File: config.mk
export PLATFORM = sky130hd
export DESIGN_NAME = mux_nch_scan
export DESIGN_NICKNAME = d
export VERILOG_FILES = /design/src/rtl/mux_pkg.sv /design/src/rtl/mux_nch_scan_next_en_find.sv /design/src/rtl/mux_nch_scan.sv
export SDC_FILE = /design/constraint.sdc
export NUM_CORES = 1
export LEC_CHECK = 0
export ABC_AREA = 0
export CAP_MARGIN = 20
export CORE_MARGIN = 3
export CORE_UTILIZATION = 46
export CTS_CLUSTER_SIZE = 14
export DETAILED_ROUTE_END_ITERATION = 8
export MAX_ROUTING_LAYER = met4
export PLACE_DENSITY = 0.95
export SETUP_SLACK_MARGIN = 0.2
export SYNTH_ARGS = -nofsm -noshare
export SYNTH_HDL_FRONTEND = slang
export SYNTH_HIERARCHICAL = 1
export SYNTH_SLANG_ARGS = --single-unit
File: constraint.sdc
create_clock -name clk -period 9.56 [get_ports clk]
set_input_delay 1.912 -clock clk [delete_from_list [all_inputs] [get_ports clk]]
set_output_delay 1.912 -clock clk [all_outputs]
set_load 0.05 [all_outputs]
File: src/rtl/mux_pkg.sv
// Shared types and constants for the N-channel scanning mux.
package mux_pkg;

  typedef enum logic [1:0] {
    IDLE     = 2'd0,
    MAN_HOLD = 2'd1,
    SCAN     = 2'd2,
    FIN      = 2'd3
  } state_t;

  localparam logic MODE_MANUAL = 1'b0;
  localparam logic MODE_SCAN   = 1'b1;

endpackage : mux_pkg

File: src/rtl/mux_nch_scan_next_en_find.sv
// Combinational search for the next enabled channel in a scan mask.
// With first=1 the lowest set bit is returned; otherwise the lowest set
// bit strictly above idx. found=0 when no such bit exists.
module next_en_find #(
  parameter int unsigned N_CH  = 8,
  parameter int unsigned SEL_W = 3
) (
  input  logic [N_CH-1:0]  mask,
  input  logic [SEL_W-1:0] idx,
  input  logic             first,
  output logic             found,
  output logic [SEL_W-1:0] next_idx
);

  // Ascending priority scan; the first qualifying bit wins.
  always_comb begin
    found    = 1'b0;
    next_idx = '0;
    for (int unsigned i = 0; i < N_CH; i++) begin
      if (!found && mask[i] && (first || (i > 32'(idx)))) begin
        found    = 1'b1;
        next_idx = SEL_W'(i);
      end
    end
  end

endmodule : next_en_find

File: src/rtl/mux_nch_scan.sv
// N_CH x W-bit channel mux with registered output, supporting a one-shot
// manual selection and an ascending auto-scan over an enable mask, both
// presented on a valid/ready output handshake.
module mux_nch_scan
  import mux_pkg::*;
#(
  parameter  int unsigned N_CH  = 8,
  parameter  int unsigned W     = 8,
  localparam int unsigned SEL_W = $clog2(N_CH)
) (
  input  logic              clk,
  input  logic              rst,
  input  logic [N_CH*W-1:0] in_data,
  input  logic [SEL_W-1:0]  sel,
  input  logic              mode,
  input  logic [N_CH-1:0]   ch_en,
  input  logic              req,
  output logic [W-1:0]      out_data,
  output logic [SEL_W-1:0]  out_ch,
  output logic              out_valid,
  input  logic              out_ready,
  output logic              busy,
  output logic              done,
  output logic              sel_err
);

  state_t            state_q, state_d;
  logic [W-1:0]      out_data_q, out_data_d;
  logic [SEL_W-1:0]  out_ch_q, out_ch_d;
  logic              out_valid_q, out_valid_d;
  logic              busy_q, busy_d;
  logic              done_q, done_d;
  logic              sel_err_q, sel_err_d;
  logic [SEL_W-1:0]  idx_q, idx_d;
  logic [N_CH-1:0]   mask_q, mask_d;

  logic [N_CH-1:0]   find_mask;
  logic              find_first;
  logic              found;
  logic [SEL_W-1:0]  next_idx;
  logic [SEL_W-1:0]  src_idx;
  logic [W-1:0]      src_data;
  logic              handshake;

  assign handshake = out_valid_q & out_ready;

  // At scan start the live ch_en is searched; afterwards only the latched mask.
  always_comb begin
    find_mask  = mask_q;
    find_first = 1'b0;
    if (state_q == IDLE) begin
      find_mask  = ch_en;
      find_first = 1'b1;
    end
  end

  next_en_find #(
    .N_CH  (N_CH),
    .SEL_W (SEL_W)
  ) u_find (
    .mask     (find_mask),
    .idx      (idx_q),
    .first    (find_first),
    .found    (found),
    .next_idx (next_idx)
  );

  // Channel slice mux: manual select in IDLE, otherwise the next scan index.
  always_comb begin
    src_idx  = next_idx;
    src_data = '0;
    if (state_q == IDLE && mode == MODE_MANUAL) begin
      src_idx = sel;
    end
    for (int unsigned i = 0; i < N_CH; i++) begin
      if (32'(src_idx) == i) begin
        src_data = in_data[i*W +: W];
      end
    end
  end

  // Next-state and next-output logic; registers hold unless a transition fires.
  always_comb begin
    state_d     = state_q;
    out_data_d  = out_data_q;
    out_ch_d    = out_ch_q;
    out_valid_d = out_valid_q;
    busy_d      = busy_q;
    done_d      = 1'b0;
    sel_err_d   = 1'b0;
    idx_d       = idx_q;
    mask_d      = mask_q;

    unique case (state_q)
      IDLE: begin
        if (req) begin
          if (mode == MODE_MANUAL) begin
            if (32'(sel) < N_CH) begin
              out_data_d  = src_data;
              out_ch_d    = sel;
              out_valid_d = 1'b1;
              busy_d      = 1'b1;
              state_d     = MAN_HOLD;
            end else begin
              out_data_d = '0;
              out_ch_d   = sel;
              sel_err_d  = 1'b1;
            end
          end else begin
            mask_d = ch_en;
            if (found) begin
              out_data_d  = src_data;
              out_ch_d    = next_idx;
              idx_d       = next_idx;
              out_valid_d = 1'b1;
              busy_d      = 1'b1;
              state_d     = SCAN;
            end else begin
              // Empty mask: nothing to present, report completion directly.
              done_d  = 1'b1;
              state_d = FIN;
            end
          end
        end
      end

      MAN_HOLD: begin
        if (handshake) begin
          out_valid_d = 1'b0;
          busy_d      = 1'b0;
          state_d     = IDLE;
        end
      end

      SCAN: begin
        if (handshake) begin
          if (found) begin
            // Load the following word on the same edge so words stream at full rate.
            out_data_d = src_data;
            out_ch_d   = next_idx;
            idx_d      = next_idx;
          end else begin
            out_valid_d = 1'b0;
            busy_d      = 1'b0;
            done_d      = 1'b1;
            state_d     = FIN;
          end
        end
      end

      FIN: begin
        state_d = IDLE;
      end

      default: begin
        state_d = IDLE;
      end
    endcase
  end

  // State and output registers with synchronous reset.
  always_ff @(posedge clk) begin
    if (rst) begin
      state_q     <= IDLE;
      out_data_q  <= '0;
      out_ch_q    <= '0;
      out_valid_q <= 1'b0;
      busy_q      <= 1'b0;
      done_q      <= 1'b0;
      sel_err_q   <= 1'b0;
      idx_q       <= '0;
      mask_q      <= '0;
    end else begin
      state_q     <= state_d;
      out_data_q  <= out_data_d;
      out_ch_q    <= out_ch_d;
      out_valid_q <= out_valid_d;
      busy_q      <= busy_d;
      done_q      <= done_d;
      sel_err_q   <= sel_err_d;
      idx_q       <= idx_d;
      mask_q      <= mask_d;
    end
  end

  assign out_data  = out_data_q;
  assign out_ch    = out_ch_q;
  assign out_valid = out_valid_q;
  assign busy      = busy_q;
  assign done      = done_q;
  assign sel_err   = sel_err_q;

endmodule : mux_nch_scan

Yosys cells after proc, flatten, opt, wreduce, memory -nomap -nowiden
Index checks and enable logic that the tools add are counted.

storage, ports and cells
  register bits = 26
  output and inout port bits = 15
  input bits = 80
  logic and storage cells = 131

operators by class
  bitwise operators = 2
  equal/unequal tests = 16
  order comparisons = 7
  muxes and demuxes = 60
  reductions and logical operators = 39

operators with widths
  kind                                                                             count
  8-bit 2-to-1 mux                                                                 13
  3-bit 2-to-1 mux                                                                 13
  1-bit 2-to-1 mux                                                                 21
  1-bit logical AND                                                                16
  8-bit one-hot mux with 2 select lines                                            1
  2-bit 2-to-1 mux                                                                 7
  3-bit equality test (second input constant)                                      4
  3-bit greater-than comparator (first input constant)                             4
  3-bit one-hot mux with 2 select lines                                            2
  2-bit != test (second input constant)                                            5
  2-bit one-hot mux with 4 select lines                                            1
  4-bit AND reduction                                                              2
  1-bit logical NOT                                                                7
  1-bit logical OR                                                                 7
  3-bit by 2-bit equality test with 1-bit output (second input constant)           2
  2-bit by 3-bit greater-than comparator with 1-bit output (first input constant)  2
  3-bit AND reduction                                                              2
  6-bit AND reduction                                                              1
  2-bit equality test (second input constant)                                      2
  3-bit by 1-bit equality test with 1-bit output (second input constant)           1
  1-bit by 3-bit greater-than comparator with 1-bit output (first input constant)  1
  3-bit logical NOT                                                                1
  3-bit != test (second input constant)                                            1
  1-bit one-hot mux with 3 select lines                                            1
  7 further kinds                                                                  7

Depth between registers and ports, before layout
Gate-level depths: netlist (run 1).

  depth after elaboration = 46
  gate-level depth with buffers = 16
  gate-level depth less buffers = 13

Modules after synthesis
Netlist (run 1), hierarchy kept.

by module, submodules not included
  module        times used  area an instance (sq um)  seq. area each (sq um)  cells each
  mux_nch_scan  1           1980.6                    520.5                   245
  next_en_find  1           216.5                     0.0                     33

Worst setup path before layout (run 1)
Ideal clock, no wire load.

  kind = input to register
  from = in ch_en[0]
  to = reg out_data_q[1] (netlist: out_data[1])
  path buffers = 1
  data arrival time = 4054 ps
  data required time = 9433 ps
  setup slack = 5379 ps
  library setup time = 127 ps
  cell stages on the path = 12
  cells stage by stage = mux2_2 > o21ai_0 > o21ai_0 > or3_4 > o32ai_1 > clkbuf_1 > nand2b_1 > o21ai_1 > and2_1 > a221oi_1 > o21ai_1 > o2bb2ai_1

between the ends
  longest elaborated chain between the ends = 45
  elaborated cells between the ends (all ways) = 60
  those cells by class = eq/ne: 7; mux: 30; reduce/logical: 23

ends and longest elaborated chain
  what                                       line                                      source
  start: declaration                         mux_nch_scan.sv:16                        input logic [N_CH-1:0] ch_en,
  8-bit 2-to-1 mux (*)                       mux_nch_scan.sv:51                        if (state_q == IDLE) begin
  1-bit logical AND (*)                      mux_nch_scan_next_en_find.sv:20           if (!found && mask[i] && (first || (i > 32'(idx)))) begin
  1-bit 2-to-1 mux (*)                       mux_nch_scan_next_en_find.sv:20
  1-bit logical NOT                          mux_nch_scan_next_en_find.sv:20
  1-bit logical AND (2 in a row)             mux_nch_scan_next_en_find.sv:20
  1-bit 2-to-1 mux (*)                       mux_nch_scan_next_en_find.sv:20
  1-bit logical NOT                          mux_nch_scan_next_en_find.sv:20
  1-bit logical AND (2 in a row)             mux_nch_scan_next_en_find.sv:20
  [... 21 more ...]                          n/a
  named net next_idx[1]                      mux_nch_scan.sv:40                        logic [SEL_W-1:0] next_idx;
  3-bit 2-to-1 mux (*)                       mux_nch_scan.sv:72                        if (state_q == IDLE && mode == MODE_MANUAL) begin
  3-bit logical NOT                          mux_nch_scan.sv:76                        if (32'(src_idx) == i) begin
  8-bit 2-to-1 mux (7 in a row)              mux_nch_scan.sv:76
  8-bit 2-to-1 mux (*)                       mux_nch_scan.sv:76
  8-bit 2-to-1 mux                           mux_nch_scan.sv:111, mux_nch_scan.sv:137
  8-bit 2-to-1 mux                           mux_nch_scan.sv:97                        if (mode == MODE_MANUAL) begin
  8-bit 2-to-1 mux                           mux_nch_scan.sv:96                        if (req) begin
  8-bit one-hot mux with 2 select lines (*)  mux_nch_scan.sv:94                        unique case (state_q)
  end signal: assignment                     mux_nch_scan.sv:175                       out_data_q <= out_data_d;
  end: declaration                           mux_nch_scan.sv:28                        logic [W-1:0] out_data_q, out_data_d;

The timed path passes the listed nets; every way through them passes the cells marked *. The select of a mux whose other input is x is not followed.
A chain may end at the register's enable or synchronous reset.

Final worst setup path (run 1)
  from = in ch_en[5]
  to = reg out_data_q[1] (netlist: out_data[1])

between the ends
  longest elaborated chain between the ends = 26
  elaborated cells between the ends (all ways) = 37
  those cells by class = eq/ne: 7; mux: 21; reduce/logical: 9

ends and longest elaborated chain
  what                                       line                                      source
  8-bit 2-to-1 mux (*)                       mux_nch_scan.sv:51
  named net find_mask[5]                     mux_nch_scan.sv:37                        logic [N_CH-1:0] find_mask;
  1-bit logical AND (*) (2 in a row)         mux_nch_scan_next_en_find.sv:20
  1-bit 2-to-1 mux                           mux_nch_scan_next_en_find.sv:20
  1-bit logical NOT                          mux_nch_scan_next_en_find.sv:20
  1-bit logical AND (2 in a row)             mux_nch_scan_next_en_find.sv:20
  1-bit 2-to-1 mux                           mux_nch_scan_next_en_find.sv:20
  1-bit logical NOT                          mux_nch_scan_next_en_find.sv:20
  [... 3 more ...]                           n/a
  named net next_idx[1]                      mux_nch_scan.sv:40
  3-bit 2-to-1 mux (*)                       mux_nch_scan.sv:72
  3-bit logical NOT                          mux_nch_scan.sv:76
  8-bit 2-to-1 mux (7 in a row)              mux_nch_scan.sv:76
  8-bit 2-to-1 mux (*)                       mux_nch_scan.sv:76
  8-bit 2-to-1 mux                           mux_nch_scan.sv:111, mux_nch_scan.sv:137
  8-bit 2-to-1 mux                           mux_nch_scan.sv:97
  8-bit 2-to-1 mux                           mux_nch_scan.sv:96
  8-bit one-hot mux with 2 select lines (*)  mux_nch_scan.sv:94

Marked as above.

==> results.md, run 1 <==
* Fin. max-slew vios at 0
* Number of synthesized register bits at 26
* Antenna-violating nets left at 0
* Number of synthesized flops with an enable pin at 0
* Worst-path fanout max at 8
* TritonCTS buffer count at 3
* Synth Instances at between 200 and 300
* Cts-stage hold buffer count at 0
* FILL cells at 336
* GRT busiest layer: met2
* Post-synthesis sequential area ratio at 23.69%
* Vias at roughly 2,500
* Slew of the pin with the lowest slew margin at roughly 1.1 ns
* Vias in the first global route at roughly 2,500
* CP arrival at 5.18 ns
* Drt pass-1 iters at 7
* Final Cycle Share at between 50% and 60%
* Max Fclk at 198.5 MHz
* Worst Path Class, Setup: in2reg
* First-pass GRT wire length at about 11,000 um
* Core ar. at between 4000 and 5000 sq um
* Area grow syn2layout at 44.31%
* Mean area per synthesized cell at 7.903 sq um
* Syn_nets at ~360
* Die area at between 5000 and 6000 sq um
* Synth Area in Adders at between 2 and 3%
* Total Routing Usage GR at between 20 and 25%
* Pwr Density at 323.1 nW/um^2
* ANT cells at 0
* Mapped cell area at between 2000 and 2500 sq um
* TNS Setup at 0 ns
* Area leader, netlist: dfxtp_1
* CTS HTree Levels at 1
* Largest family of logic cells by synthesized area: compound AO/OA/AOI/OAI gates
* Iter 0 DRT Violations at ~150
* Setup WS pre-CTS at about 4.3 ns
* Drt wl/cell at ~16 um
* Routing usage on met3 at between 5 and 6%
* Row Count at 24
* Hpwl dp at between 5000 and 6000 um
* Port-buffer cells at 93
* Die width at around 75 um
* Met2 global-route usage at 42.36%
* Area contributors post-synth: dfxtp_1 24%, mux2i_1 8.7%, nand2_1 7.2%
* IO Pins at 95
* Clock Skews at around 0.013 ns
* Final Wtd Congestion at 0.8616
* Clock transition at path regs at 0.10 ns
* CTS Sinks at 26
* Unique cell type count in the Yosys netlist at 56
* Net count, final at between 400 and 500
* CTS tree: built
* Post-Synth XOR/XNOR Area at 0%
* Maximum vdd drop at just under 0.0002 V
* Req. time, crit path at a little under 10 ns
* Predominant post-synthesis flop cell: dfxtp_1
* Crit start category: primary input
* Pin count of the biggest net entering global routing at 28
* Post-synthesis mux area share at about 15%
* DIE HEIGHT at about 75 um
* Cells resized by post-CTS repair at 0
* Max_slew headroom at about 29%
* HP Class: reg2reg
* Clock Latency Late Sink at 0.27 ns
* Final hold violations at 0
* Post-synthesis simple-gate area fraction at between 20% and 30%
* Ys Warns at 6
* Max Cap Viol at 0
* Grt total ovfl at 0
* Initial antenna violation count at 0
* Synth Area in Compound Gates at about 29%
* Top-area cell type share of the netlist area at a little under a quarter
* Setup ws final at 4.521 ns
* Clock root buffer: clkbuf_8
* Setup bufs post-CTS at 0
* Clock tree buffer depth at 2
* Routed vias/inst at between 6 and 7
* Met1 Use GR at ~28%
* Synth async-reset ratio at 0%
* Leak pwr at around 1.2 nW
* Crit end category: register
* Proportion of layout cells with a drive suffix above 1 at between 8 and 9%
* Starting Density at ~50%
* Status: finished, final reports clean
* RSZ-0062 raised after global routing: no
* Top post-synthesis cells by count: 42 x nand2_1, 31 x a21oi_1, 26 x dfxtp_1
* Routed WL at around 6700 um
* Final setup fails at 0
* Period minus WS final at between 5 and 6 ns
* Number of remaining DRC errors at 0
* Most common cell in the netlist: nand2_1
[path summary, 6_finish.rpt]
path                                              start                        to  slack, ns  depth (start not counted)
worst min register to register   mask_q[6]$_SDFFE_PP0P_    mask_q[6]$_SDFFE_PP0P_       0.46                          2
worst max-delay path                           ch_en[5]  out_data[1]$_SDFFE_PP0P_       4.52                         12
worst min-delay path             mask_q[6]$_SDFFE_PP0P_    mask_q[6]$_SDFFE_PP0P_       0.46                          2
worst max register to register  state_q[0]$_SDFFE_PP0P_  out_data[1]$_SDFFE_PP0P_       5.16                         13
[metrics by stage]
stage	area (sq um)	power (mW)	std cells	utilization [%]	hold WS [ns]
after global placement	3099	0.8971	407	69.27	0.4388
after global routing	3171	1.098	411	70.86	0.4806
after CTS	3171	1.015	411	70.86	0.4622
after floorplan	2197	0.7572	278	-	0.4338
after detailed placement	3099	0.9218	407	69.27	0.4496
final	3171	1.024	411	70.86	0.4575
[registers in the layout, indices dropped and copies added, names as in the netlist]
signal / cells
mask_q: 8
out_data: 8
idx_q: 3
out_ch: 3
state_q: 2
busy: 1
done: 1
[cells by family after synthesis]
| kind of cell | after synthesis |
|---|---|
| other cells | 1 |
| buf+inv | 23 |
| mux | 30 |
| flops | 26 |
| fa+ha+maj | 5 |
| simple gates | 99 |
| compound gates | 94 |
[metal layers]
metal | part of all wire [%] | vias up
met2 | 50 | 133
met4 | 1.7 | 0
met3 | 8.2 | 10
li1 | - | 1194
met5 | 0 | -
met1 | 40 | 1165
[report_power, final]
part | internal [mW] | total (mW) | switching [mW]
Sequential | 0.138 | 0.161 | 0.0227
Clock | 0.0560 | 0.0915 | 0.0355
Combinational | 0.321 | 0.772 | 0.451
Total | 0.515 | 1.02 | 0.509
[worst max-delay path: stages]
cell and delay (ns):
clkdlybuf4s50_1 0.42, mux2_2 0.29, nor3b_1 0.14, o22ai_1 0.21, nor3_1 0.08, o32ai_1 0.88
nand2b_1 0.21, o21ai_1 0.13, and2_1 0.25, a221oi_1 0.38, o21ai_1 0.14, o2bb2ai_1 0.14
[final cells by class]
class | count | area (sq um) | area share (%)
Inverter | 6 | 22.52 | 0.7103
Multi-Input combinational cell | 229 | 1553 | 48.97
Tap cell | 52 | 65.06 | 2.052
Clock buffer | 3 | 41.29 | 1.302
Clock inverter | 1 | 30.03 | 0.9471
Sequential cell | 26 | 520.5 | 16.42
Timing Repair Buffer | 94 | 938.4 | 29.60
[cells in the final DEF, fill, tap and decap left out, types with 3 or more instances in the layout]
cell type	count
o2bb2ai_1	5
o31ai_1	3
o22ai_1	9
clkbuf_8	3
dfxtp_1	26
nand2b_1	9
nor2_1	18
nor2b_1	5
o21ai_1	5
o221a_2	3
a21oi_1	31
inv_1	6
nand2_1	42
o21a_1	3
nor3_2	4
a31oi_1	4
clkdlybuf4s50_1	93
nand3b_1	4
a2bb2oi_1	3
ha_1	5
o21ai_0	5
a211oi_1	4
mux2_2	9
a221oi_1	5
mux2i_1	19
Note: power is estimated with default switching activity, not from simulation.
==> run 2: changes to the inputs <==
- CORE_UTILIZATION: 46 -> 43
- PLACE_DENSITY: 0.95 -> 0.91
- clock period: 9.56 -> 5.2 ns (I/O delays scaled with it)
==> results.md, run 2 (synthesis results as in run 1) <==
* Pin count of the biggest net entering global routing at 28 (unchanged)
* Antenna-violating nets left at 0 (unchanged)
* ANT cells at 0 (unchanged)
* Cell chain of the critical path: inv_1 -> ha_1 -> mux2_2 -> o21ai_0 -> o21ai_0 -> or3_4 -> nor2_1 -> inv_1 -> o32ai_2 -> nand2_1 -> o22ai_1 -> nor3_2 -> o2bb2ai_1
* IO Pins at 95 (unchanged)
* Cts-stage hold buffer count at 0 (unchanged)
* HP Class: reg2reg
* Proportion of layout cells with a drive suffix above 1 at 8.078% (unchanged)
* Grt total ovfl at 0 (unchanged)
* TNS Setup at 0 ns (unchanged)
* Max Cap Viol at 0 (unchanged)
* Leak pwr at 1.171 nW (-0.80%)
* Period minus WS final at about 4.2 ns
* Setup bufs post-CTS at 0 (unchanged)
* Int Pwr at 911.1 uW (+77%)
* Die width at 77.48 um (+3.2%)
* Clock Skews at 0.002562 ns (-0.01084 ns)
* Row Count at 25 (+4.2%)
* Port-buffer cells at 93 (unchanged)
* Maximum vdd drop at 0.0002988 V (+55%)
* Total Routing Usage GR at 22.82% (-2.0 points)
* Clock Latency Late Sink at 0.27 ns (about the same)
* Die area at 6003 sq um (+6.4%)
* Clock tree buffer depth at 2 (unchanged)
* TritonCTS buffer count at 3 (unchanged)
* Drt wl/cell at 16.42 um (+0.34%)
* Area of the multi-input gates at 1553 sq um (unchanged)
* Combinational power share at 77.6% (+2.2 points)
* FILL cells at 432 (+29%)
* CTS HTree Levels at 1 (unchanged)
* CTS tree: built
* Number of remaining DRC errors at 0 (unchanged)
* Routed vias/inst at 5.948 (-2.3%)
* Area grow syn2layout at 44.13%
* FF+latch area at 520.5 sq um (unchanged)
* Net count, final at 446 (+0.22%)
* Utilization after layout at 65.74% (-5.1 points)
* Clock root buffer: clkbuf_8
* CTS Sinks at 26 (unchanged)
* Hold slack at 0.4566 ns (-0.0008700 ns)
* Core ar. at 4817 sq um (+7.7%)
* Pwr Density at 586.7 nW/um^2 (+82%)
* Routed WL at 6993 um (+4.0%)
* Max_slew headroom at 32.37% (+3.8 points)
* Clock transition at path regs at 0.09 ns (about the same)
* First-pass GRT wire length at 11,140 um (+4.5%)
* Clock share of power at 6.3% (-2.6 points)
* Buf/Inv on CP at 2 (+1)
* Fin. max-slew vios at 0 (unchanged)
* Iter 0 DRT Violations at 168 (+15%)
* Slew of the pin with the lowest slew margin at 1.011 ns (-0.05738 ns)
* Most frequent cells in the layout: 93 x clkdlybuf4s50_1, 42 x nand2_1, 31 x a21oi_1
* Vias in the first global route at 2,509 (+1.1%)
* Worst Path Class, Setup: reg2reg
* Switching power at 946.8 uW (+86%)
* Commonest non-fill, non-tap cell in the layout: clkdlybuf4s50_1
* DIE HEIGHT at 77.48 um (+3.2%)
* Vias at 2,534 (+1.3%)
* Req. time, crit path at 5.33 ns (-4.37 ns)
* Cell Count, Final, Fillers Out at 426 (+3.6%)
* Status: finished, final reports clean
* Crit-path slowest cell: ha_1
* CP peak stage delay at 0.79 ns (-0.09 ns)
* Sequential Power Share at 16.1% (+0.4 points)
* Max Fclk at 235.9 MHz
* Final hold violations at 0 (unchanged)
* Crit end category: register
* Drt pass-1 iters at 4 (-3)
* Switching power share of the total at 50.96% (+1.3 points)
* Hpwl dp at 5363 um (+2.0%)
* Final Cycle Share at 81.53%
* Cells resized by post-CTS repair at 0 (unchanged)
* Post-placement cell count at 423 (+3.9%)
* Starting Density at 45.61% (-3.5 points)
* Final Wtd Congestion at 0.9374 (+8.8%)
* Worst-path fanout max at 26 (+18)
* RSZ-0062 raised after global routing: no
* Initial antenna violation count at 0 (unchanged)
* CP arrival at 4.37 ns (-0.81 ns)
* Final setup fails at 0 (unchanged)
* Crit start category: register
* Family with the most delay on the worst path: compound AO/OA/AOI/OAI gates
run 2: cell count changes in the layout (fill, tap and decap cells not counted), sizes merged:
cell,previous run,this run
buf,1,2
bufinv,1,0
run 2: worst reg2reg max path, stage by stage (launching register included):
cell and delay, ns:
dfxtp_1 0.36, inv_1 0.12, ha_1 0.79, mux2_2 0.45, o21ai_0 0.15, o21ai_0 0.16
or3_4 0.38, nor2_1 0.28, inv_1 0.14, o32ai_2 0.61, nand2_1 0.24, o22ai_1 0.25
nor3_2 0.05, o2bb2ai_1 0.12
run 2: worst paths after layout:
path / from / to / slack (ns) / depth (start not counted)
worst max-delay path: state_q[0]$_SDFFE_PP0P_ / out_data[3]$_SDFFE_PP0P_ / 0.96 / 13
worst min-delay path: mask_q[6]$_SDFFE_PP0P_ / mask_q[6]$_SDFFE_PP0P_ / 0.46 / 2
worst max register to register: state_q[0]$_SDFFE_PP0P_ / out_data[3]$_SDFFE_PP0P_ / 0.96 / 13
worst min register to register: mask_q[6]$_SDFFE_PP0P_ / mask_q[6]$_SDFFE_PP0P_ / 0.46 / 2
run 2: area by class of cell:
type | instances | area share [%]
Clock buffer | 3 | 1.304
Inverter | 6 | 0.7112
Multi-Input combinational cell | 229 | 49.03
Sequential cell | 26 | 16.44
Tap cell | 67 | 2.647
Timing Repair Buffer | 95 | 29.87
run 2: per-stage QoR:
step	worst slack, ns	instance area [sq um]	total power, mW
final	0.9603	3167	1.858
after global routing	0.5529	3167	1.984
after CTS	0.9968	3167	1.831
after detailed placement	0.9235	3126	1.713
after global placement	1.161	3126	1.671
after floorplan	1.617	2197	1.392
run 2: layer usage:
| metal | GRT usage [%] | share of wire [%] | vias up |
|---|---|---|---|
| li1 | - | - | 1189 |
| met1 | 27.05 | 40 | 1211 |
| met2 | 39.55 | 51 | 119 |
| met3 | 2.668 | 6.6 | 15 |
| met4 | 8.719 | 2.0 | 0 |
| met5 | - | 0 | - |
run 2: power by group through the flow:
| stage | sequential, mW | clock [mW] | combinational, mW |
|---|---|---|---|
| after CTS | 0.298 | 0.116 | 1.42 |
| after detailed placement | 0.301 | 0 | 1.41 |
| after floorplan | 0.397 | 0 | 0.995 |
| after global placement | 0.299 | 0 | 1.37 |
| final | 0.300 | 0.117 | 1.44 |
| after global routing | 0.304 | 0.125 | 1.55 |
